## config.mk

```make
export PLATFORM = sky130hd
export DESIGN_NAME = controle_tentativas_flat
export DESIGN_NICKNAME = d
export VERILOG_FILES = /design/src/rtl/controle_tentativas_if.sv /design/src/rtl/controle_tentativas.sv /design/src/flat_wrapper.sv
export SDC_FILE = /design/constraint.sdc
export NUM_CORES = 1
export LEC_CHECK = 0
export ABC_AREA = 1
export BUFFER_PORTS_ARGS = -buffer_cell sky130_fd_sc_hd__buf_2
export CORE_MARGIN = 2
export CORE_UTILIZATION = 40
export DETAILED_ROUTE_END_ITERATION = 10
export PLACE_DENSITY_LB_ADDON = 0.12
export SLEW_MARGIN = 20
export SYNTH_ARGS = -nofsm -noshare
export SYNTH_HDL_FRONTEND = slang
export SYNTH_SLANG_ARGS = --single-unit
```

## constraint.sdc

```tcl
create_clock -name CLOCK -period 3.45 [get_ports CLOCK]
set_input_delay 0.5175 -clock CLOCK [delete_from_list [all_inputs] [get_ports CLOCK]]
set_output_delay 0.5175 -clock CLOCK [all_outputs]
set_load 0.01 [all_outputs]
```

## src/rtl/controle_tentativas_if.sv

```systemverilog
// controle_tentativas_if: signal bundle between the game logic and the password front-end
interface controle_tentativas_if #(
  parameter int MAX_TENTATIVAS = 5
);
  localparam int W = $clog2(MAX_TENTATIVAS + 1);
  logic         ENABLE;
  logic         BOTAO_ENTER;
  logic [3:0]   CHAVES;
  logic [3:0]   SENHA_A;
  logic [2:0]   SENHA_B;
  logic         TEMPO_ESGOTADO;
  logic [3:0]   TENTATIVA;
  logic         ENTER;
  logic         ACERTOU_SENHA_A;
  logic [W-1:0] TENTATIVAS_RESTANTES;
  logic         DESARMOU;
  logic         EXPLODIU;
  modport master (
    output ENABLE, BOTAO_ENTER, CHAVES, SENHA_A, SENHA_B, TEMPO_ESGOTADO,
    input  TENTATIVA, ENTER, ACERTOU_SENHA_A, TENTATIVAS_RESTANTES, DESARMOU, EXPLODIU
  );
  modport slave (
    input  ENABLE, BOTAO_ENTER, CHAVES, SENHA_A, SENHA_B, TEMPO_ESGOTADO,
    output TENTATIVA, ENTER, ACERTOU_SENHA_A, TENTATIVAS_RESTANTES, DESARMOU, EXPLODIU
  );
endinterface

```

## src/rtl/controle_tentativas.sv

```systemverilog
// controle_tentativas: debounced password entry, two-phase check, attempt counter and defuse/explode outcome
module controle_tentativas #(
  parameter int MAX_TENTATIVAS  = 5,
  parameter int DEBOUNCE_CICLOS = 4
) (
  input logic CLOCK,
  input logic RESET_N,
  controle_tentativas_if.slave bus
);
  localparam int W  = $clog2(MAX_TENTATIVAS + 1);
  localparam int CW = $clog2(DEBOUNCE_CICLOS);
  typedef enum logic [1:0] {ESPERA_A, ESPERA_B, DESARMADA, EXPLODIDA} estado_t;
  estado_t estado, prox;
  logic [1:0] sync;
  logic nivel, nivel_q;
  logic [CW-1:0] cont;
  logic agendado, enter_r, espera, aceito;
  logic [3:0] tentativa_r;
  logic [W-1:0] rest, prox_rest;
  logic acertou, prox_acertou;
  assign espera = (estado == ESPERA_A) || (estado == ESPERA_B);
  assign aceito = nivel_q & ~nivel & bus.ENABLE & espera;
  // synchronize the button (idle high) and accept a level only after DEBOUNCE_CICLOS differing samples
  always_ff @(posedge CLOCK or negedge RESET_N) begin
    if (!RESET_N) begin
      sync    <= 2'b11;
      nivel   <= 1'b1;
      nivel_q <= 1'b1;
      cont    <= '0;
    end else begin
      sync    <= {sync[0], bus.BOTAO_ENTER};
      nivel_q <= nivel;
      if (sync[1] == nivel) cont <= '0;
      else if (cont == CW'(DEBOUNCE_CICLOS - 1)) begin
        nivel <= sync[1];
        cont  <= '0;
      end else cont <= cont + 1'b1;
    end
  end
  // latch the attempt, then strobe ENTER one cycle later so TENTATIVA is settled at its rising edge
  always_ff @(posedge CLOCK or negedge RESET_N) begin
    if (!RESET_N) begin
      tentativa_r <= '0;
      agendado    <= 1'b0;
      enter_r     <= 1'b0;
    end else begin
      tentativa_r <= aceito ? bus.CHAVES : tentativa_r;
      agendado    <= aceito;
      enter_r     <= agendado;
    end
  end
  // game state register
  always_ff @(posedge CLOCK or negedge RESET_N) begin
    if (!RESET_N) begin
      estado  <= ESPERA_A;
      rest    <= W'(MAX_TENTATIVAS);
      acertou <= 1'b0;
    end else begin
      estado  <= prox;
      rest    <= prox_rest;
      acertou <= prox_acertou;
    end
  end
  // timeout wins over an evaluation; a wrong guess burns one attempt and the last one explodes
  always_comb begin
    prox         = estado;
    prox_rest    = rest;
    prox_acertou = acertou;
    if (espera && bus.TEMPO_ESGOTADO) prox = EXPLODIDA;
    else if (enter_r && estado == ESPERA_A && tentativa_r == bus.SENHA_A) begin
      prox         = ESPERA_B;
      prox_acertou = 1'b1;
    end else if (enter_r && estado == ESPERA_B && tentativa_r[2:0] == bus.SENHA_B) prox = DESARMADA;
    else if (enter_r && espera) begin
      prox_rest = rest - 1'b1;
      prox      = (rest == W'(1)) ? EXPLODIDA : estado;
    end
  end
  assign bus.TENTATIVA            = tentativa_r;
  assign bus.ENTER                = enter_r;
  assign bus.ACERTOU_SENHA_A      = acertou;
  assign bus.TENTATIVAS_RESTANTES = rest;
  assign bus.DESARMOU             = estado == DESARMADA;
  assign bus.EXPLODIU             = estado == EXPLODIDA;
endmodule

```

## src/flat_wrapper.sv

```systemverilog
// flat-port wrapper written by rule: the top's interface ports become plain ports
module controle_tentativas_flat 
#(
  parameter int MAX_TENTATIVAS  = 5,
  parameter int DEBOUNCE_CICLOS = 4
)
  (CLOCK, RESET_N, bus_ENABLE, bus_BOTAO_ENTER, bus_CHAVES, bus_SENHA_A, bus_SENHA_B, bus_TEMPO_ESGOTADO, bus_TENTATIVA, bus_ENTER, bus_ACERTOU_SENHA_A, bus_TENTATIVAS_RESTANTES, bus_DESARMOU, bus_EXPLODIU);
  controle_tentativas_if #(.MAX_TENTATIVAS(MAX_TENTATIVAS)) bus_i ();
  input logic CLOCK;
  input logic RESET_N;
  input wire logic [$bits(bus_i.ENABLE)-1:0] bus_ENABLE;
  input wire logic [$bits(bus_i.BOTAO_ENTER)-1:0] bus_BOTAO_ENTER;
  input wire logic [$bits(bus_i.CHAVES)-1:0] bus_CHAVES;
  input wire logic [$bits(bus_i.SENHA_A)-1:0] bus_SENHA_A;
  input wire logic [$bits(bus_i.SENHA_B)-1:0] bus_SENHA_B;
  input wire logic [$bits(bus_i.TEMPO_ESGOTADO)-1:0] bus_TEMPO_ESGOTADO;
  output wire logic [$bits(bus_i.TENTATIVA)-1:0] bus_TENTATIVA;
  output wire logic [$bits(bus_i.ENTER)-1:0] bus_ENTER;
  output wire logic [$bits(bus_i.ACERTOU_SENHA_A)-1:0] bus_ACERTOU_SENHA_A;
  output wire logic [$bits(bus_i.TENTATIVAS_RESTANTES)-1:0] bus_TENTATIVAS_RESTANTES;
  output wire logic [$bits(bus_i.DESARMOU)-1:0] bus_DESARMOU;
  output wire logic [$bits(bus_i.EXPLODIU)-1:0] bus_EXPLODIU;
  assign bus_i.ENABLE = bus_ENABLE;
  assign bus_i.BOTAO_ENTER = bus_BOTAO_ENTER;
  assign bus_i.CHAVES = bus_CHAVES;
  assign bus_i.SENHA_A = bus_SENHA_A;
  assign bus_i.SENHA_B = bus_SENHA_B;
  assign bus_i.TEMPO_ESGOTADO = bus_TEMPO_ESGOTADO;
  assign bus_TENTATIVA = bus_i.TENTATIVA;
  assign bus_ENTER = bus_i.ENTER;
  assign bus_ACERTOU_SENHA_A = bus_i.ACERTOU_SENHA_A;
  assign bus_TENTATIVAS_RESTANTES = bus_i.TENTATIVAS_RESTANTES;
  assign bus_DESARMOU = bus_i.DESARMOU;
  assign bus_EXPLODIU = bus_i.EXPLODIU;
  controle_tentativas #(.MAX_TENTATIVAS(MAX_TENTATIVAS), .DEBOUNCE_CICLOS(DEBOUNCE_CICLOS)) u_core (.CLOCK(CLOCK), .RESET_N(RESET_N), .bus(bus_i));
endmodule
```

=== Yosys cells after proc, flatten, opt, wreduce, memory -nomap -nowiden ===
Index checks and enable logic that the tools add are counted.

* Register bits after elaboration: 18
* Output and inout port bits: 11
* Logic and storage cells: 49

* $add $sub $neg: 2
* Bitwise gates (word level): 8
* Muxes and demuxes: 7
* Eq/ne operators: 8
* Reduce and logical (&&, ||, !) cells: 14

{| class="wikitable"
|+ Operator list
! operator !! number
|-
| two-way mux 2 bit || 7
|-
| nonzero test 4 bit || 2
|-
| equality test 2 bit, second input constant || 3
|-
| logical AND 1 bit || 6
|-
| AND reduction 2 bit || 3
|-
| NOT 1 bit || 5
|-
| equality test 4 bit || 1
|-
| AND reduction 4 bit || 1
|-
| bitwise AND 1 bit || 3
|-
| equality test 3 x 1 -> 1 bit, second input constant || 1
|-
| equality test 3 bit || 1
|-
| subtractor 3 x 1 -> 3 bit, second input constant || 1
|-
| adder 2 x 1 -> 2 bit, second input constant || 1
|-
| equality test 2 x 1 -> 1 bit, second input constant || 1
|-
| logical NOT 2 bit || 1
|-
| equality test 1 bit || 1
|-
| logical OR 1 bit || 1
|}

=== Longest topological paths before layout ===
Gate-level depths: netlist (run 1).

* Depth in word-level cells: 7
* Gate-level depth with buffers: 10
* Gate-level depth less buffers: 10

=== Least setup slack after synthesis (run 1) ===
Ideal clock, no wire load.

* Path kind: in2reg
* Start: in bus_TEMPO_ESGOTADO
* End: reg u_core.rest[1] (netlist: u_core.bus.TENTATIVAS_RESTANTES[1])
* Path slack: 2.245 ns
* Stages on the path: 4
* Required time: 3.333 ns
* Path buffers: 0
* Arrival time: 1.088 ns
* Path through: nor3_1 > nand3_1 > nand2_1 > nand2_1

* Word-level cells in the longest chain between the ends: 3

{| class="wikitable"
|+ RTL lines
! element !! line !! source
|-
| start: declaration || flat_wrapper.sv:16 || <nowiki>input wire logic [$bits(bus_i.TEMPO_ESGOTADO)-1:0] bus_TEMPO_ESGOTADO;</nowiki>
|-
| logical AND 1 bit || controle_tentativas.sv:69 || <nowiki>if (espera && bus.TEMPO_ESGOTADO) prox = EXPLODIDA;</nowiki>
|-
| NOT 1 bit (no source line) || n/a ||
|-
| AND reduction 4 bit (no source line) || n/a ||
|-
| end signal: assignment || controle_tentativas.sv:56 || <nowiki>rest <= W'(MAX_TENTATIVAS);</nowiki>
|-
| end signal: assignment || controle_tentativas.sv:60 || <nowiki>rest <= prox_rest;</nowiki>
|-
| end: declaration || controle_tentativas.sv:19 || <nowiki>logic [W-1:0] rest, prox_rest;</nowiki>
|}

Every way passes these cells.
A chain may end at the register's enable or synchronous reset.

=== Worst setup path in the final report (run 1) ===
* Start: reg u_core.estado[1]
* End: out bus_DESARMOU

* Word-level cells in the longest chain between the ends: 1

{| class="wikitable"
|+ RTL lines
! element !! line !! source
|-
| start: declaration || controle_tentativas.sv:13 || <nowiki>estado_t estado, prox;</nowiki>
|-
| start signal: assignment || controle_tentativas.sv:59 || <nowiki>estado <= prox;</nowiki>
|-
| equality test 2 bit || controle_tentativas.sv:83 || <nowiki>assign bus.DESARMOU = estado == DESARMADA;</nowiki>
|-
| end: declaration || flat_wrapper.sv:21 || <nowiki>output wire logic [$bits(bus_i.DESARMOU)-1:0] bus_DESARMOU;</nowiki>
|}

Every way passes these cells.

==> results.md, run 1 <==
- RR Endpoint: u_core.bus.TENTATIVAS_RESTANTES[1]
- RR Startpoint: u_core.estado[1]
- CP Cell Sequence: inv_2, nor2_1, buf_2
- GRT overflow: 0
- Clk pin slew, worst setup/hold paths: 0.11 ns
- Vias: 788
- # IOs: 27
- RSZ-0062 raised after global routing: false
- Final setup vio count: 0
- Crit path largest cell delay: 0.43 ns
- CTS tree: done
- Reg2reg setup slack: 2.19 ns
- Clock Skew: 0.00635 ns
- Initial Util: 41.5%
- Fin. Hold Viols: 0
- Final instance area: 1110 um2
- CP Buf/Inv Count: 2
- Die W: 51.7 um
- LEAKAGE: 0.000596 uW
- Crit path depth: 3
- CORE AREA: 2190 um2
- Layout cells sized above 1: 28.6%
- Worst Hold Class: in -> async
- CP Max Fanout: 5
- Placed Area: 1070 um2
- Root Buffer: clkbuf_4
- Tcrit/Tclk final: 45.4%
- Most frequent cells in the layout: nand2_1, buf_2, inv_1
- Synthesis-to-finish area growth: 22.1%
- CTS resizes: 0
- CTS H-tree lvls: 1
- Iteration-0 DRC Markers: 11
- Clock Latency Late Sink: 0.29 ns
- CTS Hold Bufs: 0
- First-pass GRT wire length: 3310 um
- Setup TNS: 0 ns
- Post-synth top area cell: dfrtp_1
- Yosys warns: 0
- Gr usage total: 17.4%
- Status: complete, no violations
- WHS: 0.132 ns
- Fill count: 233
- WS Path Type: reg -> out
- Syn avg cell area: 7.77 um2
- Post-route DRC: 0
- Post-synth top area share: 33.0%
- VDD IR max: 0.300 mV
- Util after Layout: 50.7%
- Startpoint types: register
- PwrDens: 387 nW/um2
- CTS Buffer Depth: 2
- Dpl cells: 171
- Worst Setup End Kind: output port
- End point of the critical path: bus_DESARMOU
- CP Launch Point: u_core.estado[1]
- Yosys reg bits: 18
- Final HPWL DP: 1410 um
- Maximum clock rate: 638 MHz
- Yosys cell types: 18
- Sequential-to-total area share from yosys stat: 50.3%
- Final Max Tran Viols: 0
- Vias in the first global route: 776
- MaxCap Viol Count: 0
- Post-CTS setup buffer count: 0
- Clock tree sinks: 18
- Mapped Area: 910 um2
- TritonCTS Buffers: 3
- Critical path arrival: 1.05 ns
- Mapped Cells: 117
- Port bufs: 26
- Detailed Route WL: 1810 um
- Largest net degree at the start of global routing: 19
- FP Rows: 17
- GP Congestion: 0.791
- N_diodes: 0
- Non-Filler Instances: 175
- Tmin final: 1.57 ns
- WL/cell: 10.3 um
- Avg Vias per Cell: 4.50
- Crit path max-delay family: flip-flops
- Die height: 51.7 um
- Worst r2r path cells: 7
- Post-route ant nets: 0
- Slew headroom: 72.9%
- Final net count: 167
- Crit-path slowest cell: dfrtp_1
- Initial DRT Pass Iterations: 4
- WP data required: 2.93 ns
- Synth top area cells: dfrtp_1, dfstp_2, nand2_1, inv_1, ha_1
- Most common cell after layout, fill and taps aside: nand2_1
- Initial antenna violation count: 0
- Die area: 2670 um2
- Least-Margin Pin Slew: 0.407 ns
- Synthesized Nets: 136
## routing by layer
| layer | vias to the layer above | GRT usage [%] | wire, um | share of wire (%) |
|---|---|---|---|---|
| met5 | - | 0 | 0 | 0 |
| met4 | 0 | 9.21 | 41 | 2.3 |
| met3 | 4 | 3.45 | 63 | 3.5 |
| met2 | 15 | 29.3 | 892 | 49 |
| met1 | 351 | 20.9 | 813 | 45 |
| li1 | 418 | - | - | - |
## registers in the layout (all words and copies together), names as in the netlist
name	cells
u_core.agendado	1
u_core.bus.ACERTOU_SENHA_A	1
u_core.bus.ENTER	1
u_core.bus.TENTATIVA	4
u_core.bus.TENTATIVAS_RESTANTES	3
u_core.cont	2
u_core.estado	2
u_core.nivel	1
u_core.nivel_q	1
u_core.sync	2
## worst min path at each step
stage | startpoint | cells past startpoint | endpoint | slack [ns]
2_1_floorplan | RESET_N | 0 | u_core.agendado | 0.22
3_3_place_gp | u_core.agendado | 0 | u_core.bus.ENTER | 0.33
3_5_place_dp | u_core.agendado | 0 | u_core.bus.ENTER | 0.34
4_1_cts | RESET_N | 1 | u_core.bus.TENTATIVA[1] | 0.15
5_1_grt | RESET_N | 1 | u_core.bus.TENTATIVA[0] | 0.15
6_report | RESET_N | 1 | u_core.bus.TENTATIVA[1] | 0.13
## where the power goes
| group | total [uW] | internal (uW) | switching, uW |
|---|---|---|---|
| Clock | 130 | 64.3 | 65.6 |
| Combinational | 49.0 | 22.2 | 26.8 |
| Sequential | 251 | 240 | 11.1 |
| Total | 430 | 327 | 104 |
## synth_stat cells
| library cell | number |
|---|---|
| xor2_1 | 1 |
| nand3_1 | 5 |
| ha_1 | 3 |
| nand2_1 | 42 |
| nor3_1 | 2 |
| nor2_1 | 5 |
| nor2_2 | 2 |
| nand4_1 | 6 |
| dfstp_2 | 6 |
| a21oi_1 | 1 |
| clkinv_1 | 1 |
| inv_1 | 21 |
| nand2_2 | 1 |
| o21ai_0 | 5 |
| xnor2_1 | 1 |
| dfrtp_1 | 12 |
| a21oi_2 | 1 |
| inv_2 | 2 |
## cell families after synthesis
family / Yosys count / share of synthesized area, %
adders and majority gates: 3 / 4.13
xor gates and xnor gates: 2 / 1.93
AOI/OAI and AO/OA: 7 / 4.26
buffers and inverters: 24 / 9.90
and+or+nand+nor: 63 / 29.4
DFF: 18 / 50.3
## stage by stage
stage          setup WS, ns  power, uW
2_1_floorplan          2.25        284
3_3_place_gp           2.02        303
3_5_place_dp           2.01        306
4_1_cts                1.87        438
5_1_grt                1.79        460
6_report               1.88        430
## cell type report
| type | instances | area, um2 | share of cell area (%) |
|---|---|---|---|
| Multi-Input combinational cell | 75 | 362 | 32.5 |
| Clock buffer | 4 | 36.3 | 3.27 |
| Sequential cell | 18 | 458 | 41.2 |
| Tap cell | 28 | 35.0 | 3.15 |
| Timing Repair Buffer | 26 | 130 | 11.7 |
| Inverter | 24 | 90.1 | 8.11 |
Note: power is estimated with default switching activity, not from simulation.
==> run 2, diff against run 1 <==
==> constraint.sdc (replaced) <==
create_clock -name CLOCK -period 1.6 [get_ports CLOCK]
set_input_delay 0.24 -clock CLOCK [delete_from_list [all_inputs] [get_ports CLOCK]]
set_output_delay 0.24 -clock CLOCK [all_outputs]
set_load 0.01 [all_outputs]
==> run 2 against run 1 <==
Effect of this change:
- critical path depth is 6 higher
- worst hold slack got worse by 0.088 ns
- die area unchanged
- wire length down 2.1%
==> results.md, run 2 (synthesized netlist as in run 1, its figures left out) <==
- Status: complete, no violations
- Clock tree sinks: 18
- Layout cells sized above 1: 28.9%
- Metal-1 WL: 801 um
- Synthesis-to-finish area growth: 24.1%
- Initial antenna violation count: 0
- Tmin final: 1.28 ns
- Final setup vio count: 0
- FP Rows: 17
- Post-CTS setup buffer count: 0
- WP data required: 1.83 ns
- Seq pwr share: 58.6%
- CTS tree: done
- Gate power share: 11.7%
- Detailed Route WL: 1770 um
- Max reg flops: 4
- GRT overflow: 0
- CP Launch Point: u_core.estado[1]
- CORE AREA: 2190 um2
- # IOs: 27
- Maximum clock rate: 780 MHz
- Initial DRT Pass Iterations: 4
- Tcrit/Tclk final: 80.1%
- Worst r2r path cells: 9
- RR Startpoint: u_core.estado[1]
- Most frequent cells in the layout: nand2_1, buf_2, inv_1
- Hold_sp: bus_BOTAO_ENTER
- PwrDens: 818 nW/um2
- Sw Share: 23.6%
- CTS H-tree lvls: 1
- Internal: 705 uW
- First-pass GRT wire length: 3040 um
- Setup TNS: 0 ns
- Final Max Tran Viols: 0
- VDD IR max: 0.539 mV
- Worst Hold Class: in -> reg
- Gr usage total: 15.8%
- Clk pin slew, worst setup/hold paths: 0.10 ns
- TritonCTS Buffers: 3
- Iteration-0 DRC Markers: 9
- Vias: 811
- Clock Latency Late Sink: 0.29 ns
- Final instance area: 1130 um2
- RSZ-0062 raised after global routing: false
- Slew headroom: 74.1%
- Uppermost layer routed: met4
- Critical path arrival: 1.51 ns
- CTS Buffer Depth: 2
- Worst Setup End Kind: register
- Clock Skew: 0.00786 ns
- Vias in the first global route: 763
- Die W: 51.7 um
- WL/cell: 10.0 um
- Fin. Hold Viols: 0
- MaxCap Viol Count: 0
- WS Path Type: reg -> reg
- Post-route ant nets: 0
- Avg Vias per Cell: 4.58
- Least-Margin Pin Slew: 0.388 ns
- Sw Pwr: 218 uW
- Startpoint types: register
- LEAKAGE: 0.000606 uW
- Placed Area: 1080 um2
- Initial Util: 41.5%
- Hold depth: 1
- Final net count: 169
- Root Buffer: clkbuf_4
- Power share of the clock group: 29.7%
- Largest net degree at the start of global routing: 19
- Final HPWL DP: 1440 um
- Die area: 2670 um2
- Die height: 51.7 um
- N_diodes: 0
- Met2 WL: 868 um
- Met3 Routed Length: 89 um
- Post-route DRC: 0
- CP Max Fanout: 5
- Port bufs: 26
- GP Congestion: 0.830
- Most common cell after layout, fill and taps aside: nand2_1
[run 2: through the flow]
stage	worst slack, ns	cells	total power [uW]	hold WS (ns)	util (%)
floorplan	0.423	117	612	-0.0556	-
global placement	0.332	172	654	0.193	49.4
detailed placement	0.329	172	659	0.188	49.4
CTS	0.295	177	940	0.0320	51.5
global route	0.185	177	981	0.0140	51.5
finish	0.318	177	924	0.0439	51.5
[run 2: critical path, cell delays in order (launching register included)]
cell and delay (ns):
dfrtp_1 0.44, inv_2 0.11, nand3_1 0.09, a21oi_2 0.15, nand2_2 0.10, nand2_1 0.07
nand2_1 0.06, nand2_1 0.09, nand2_1 0.05, nand2_1 0.05
[run 2: worst paths after layout]
path                                                 to  slack (ns)
worst min-delay path                     u_core.sync[0]        0.04
worst min register to register         u_core.bus.ENTER        0.36
worst max-delay path                   u_core.estado[0]        0.32
max in group asynchronous                u_core.nivel_q        0.89
worst max register to register         u_core.estado[0]        0.32
min in group asynchronous       u_core.bus.TENTATIVA[1]        0.39
[run 2: layout make-up]
class / instances / area (um2)
Fill cell: 222 / 1060
Sequential cell: 18 / 458
Multi-Input combinational cell: 75 / 362
Timing Repair Buffer: 28 / 148
Inverter: 24 / 90.1
Clock buffer: 4 / 36.3
Tap cell: 28 / 35.0
[run 2: power by group through the flow]
stage,clock network [uW],logic (uW),registers [uW]
after floorplan,0,67.4,544
after global placement,0,106,548
after detailed placement,0,108,551
after CTS,286,111,543
after global routing,306,127,547
final,274,108,541
[run 2: timing repair]
| action | 4_1_cts | 5_1_grt |
|---|---|---|
| hold buffers | 1 | 0 |
| hold endpoints to repair | 12 | 0 |
| resized for setup | 0 | 0 |
[run 2: per-layer routing]
layer,up-vias,track usage [%]
met4,0,5.26
met3,2,5.17
met1,367,18.9
li1,421,-
met5,-,0
met2,21,26.7
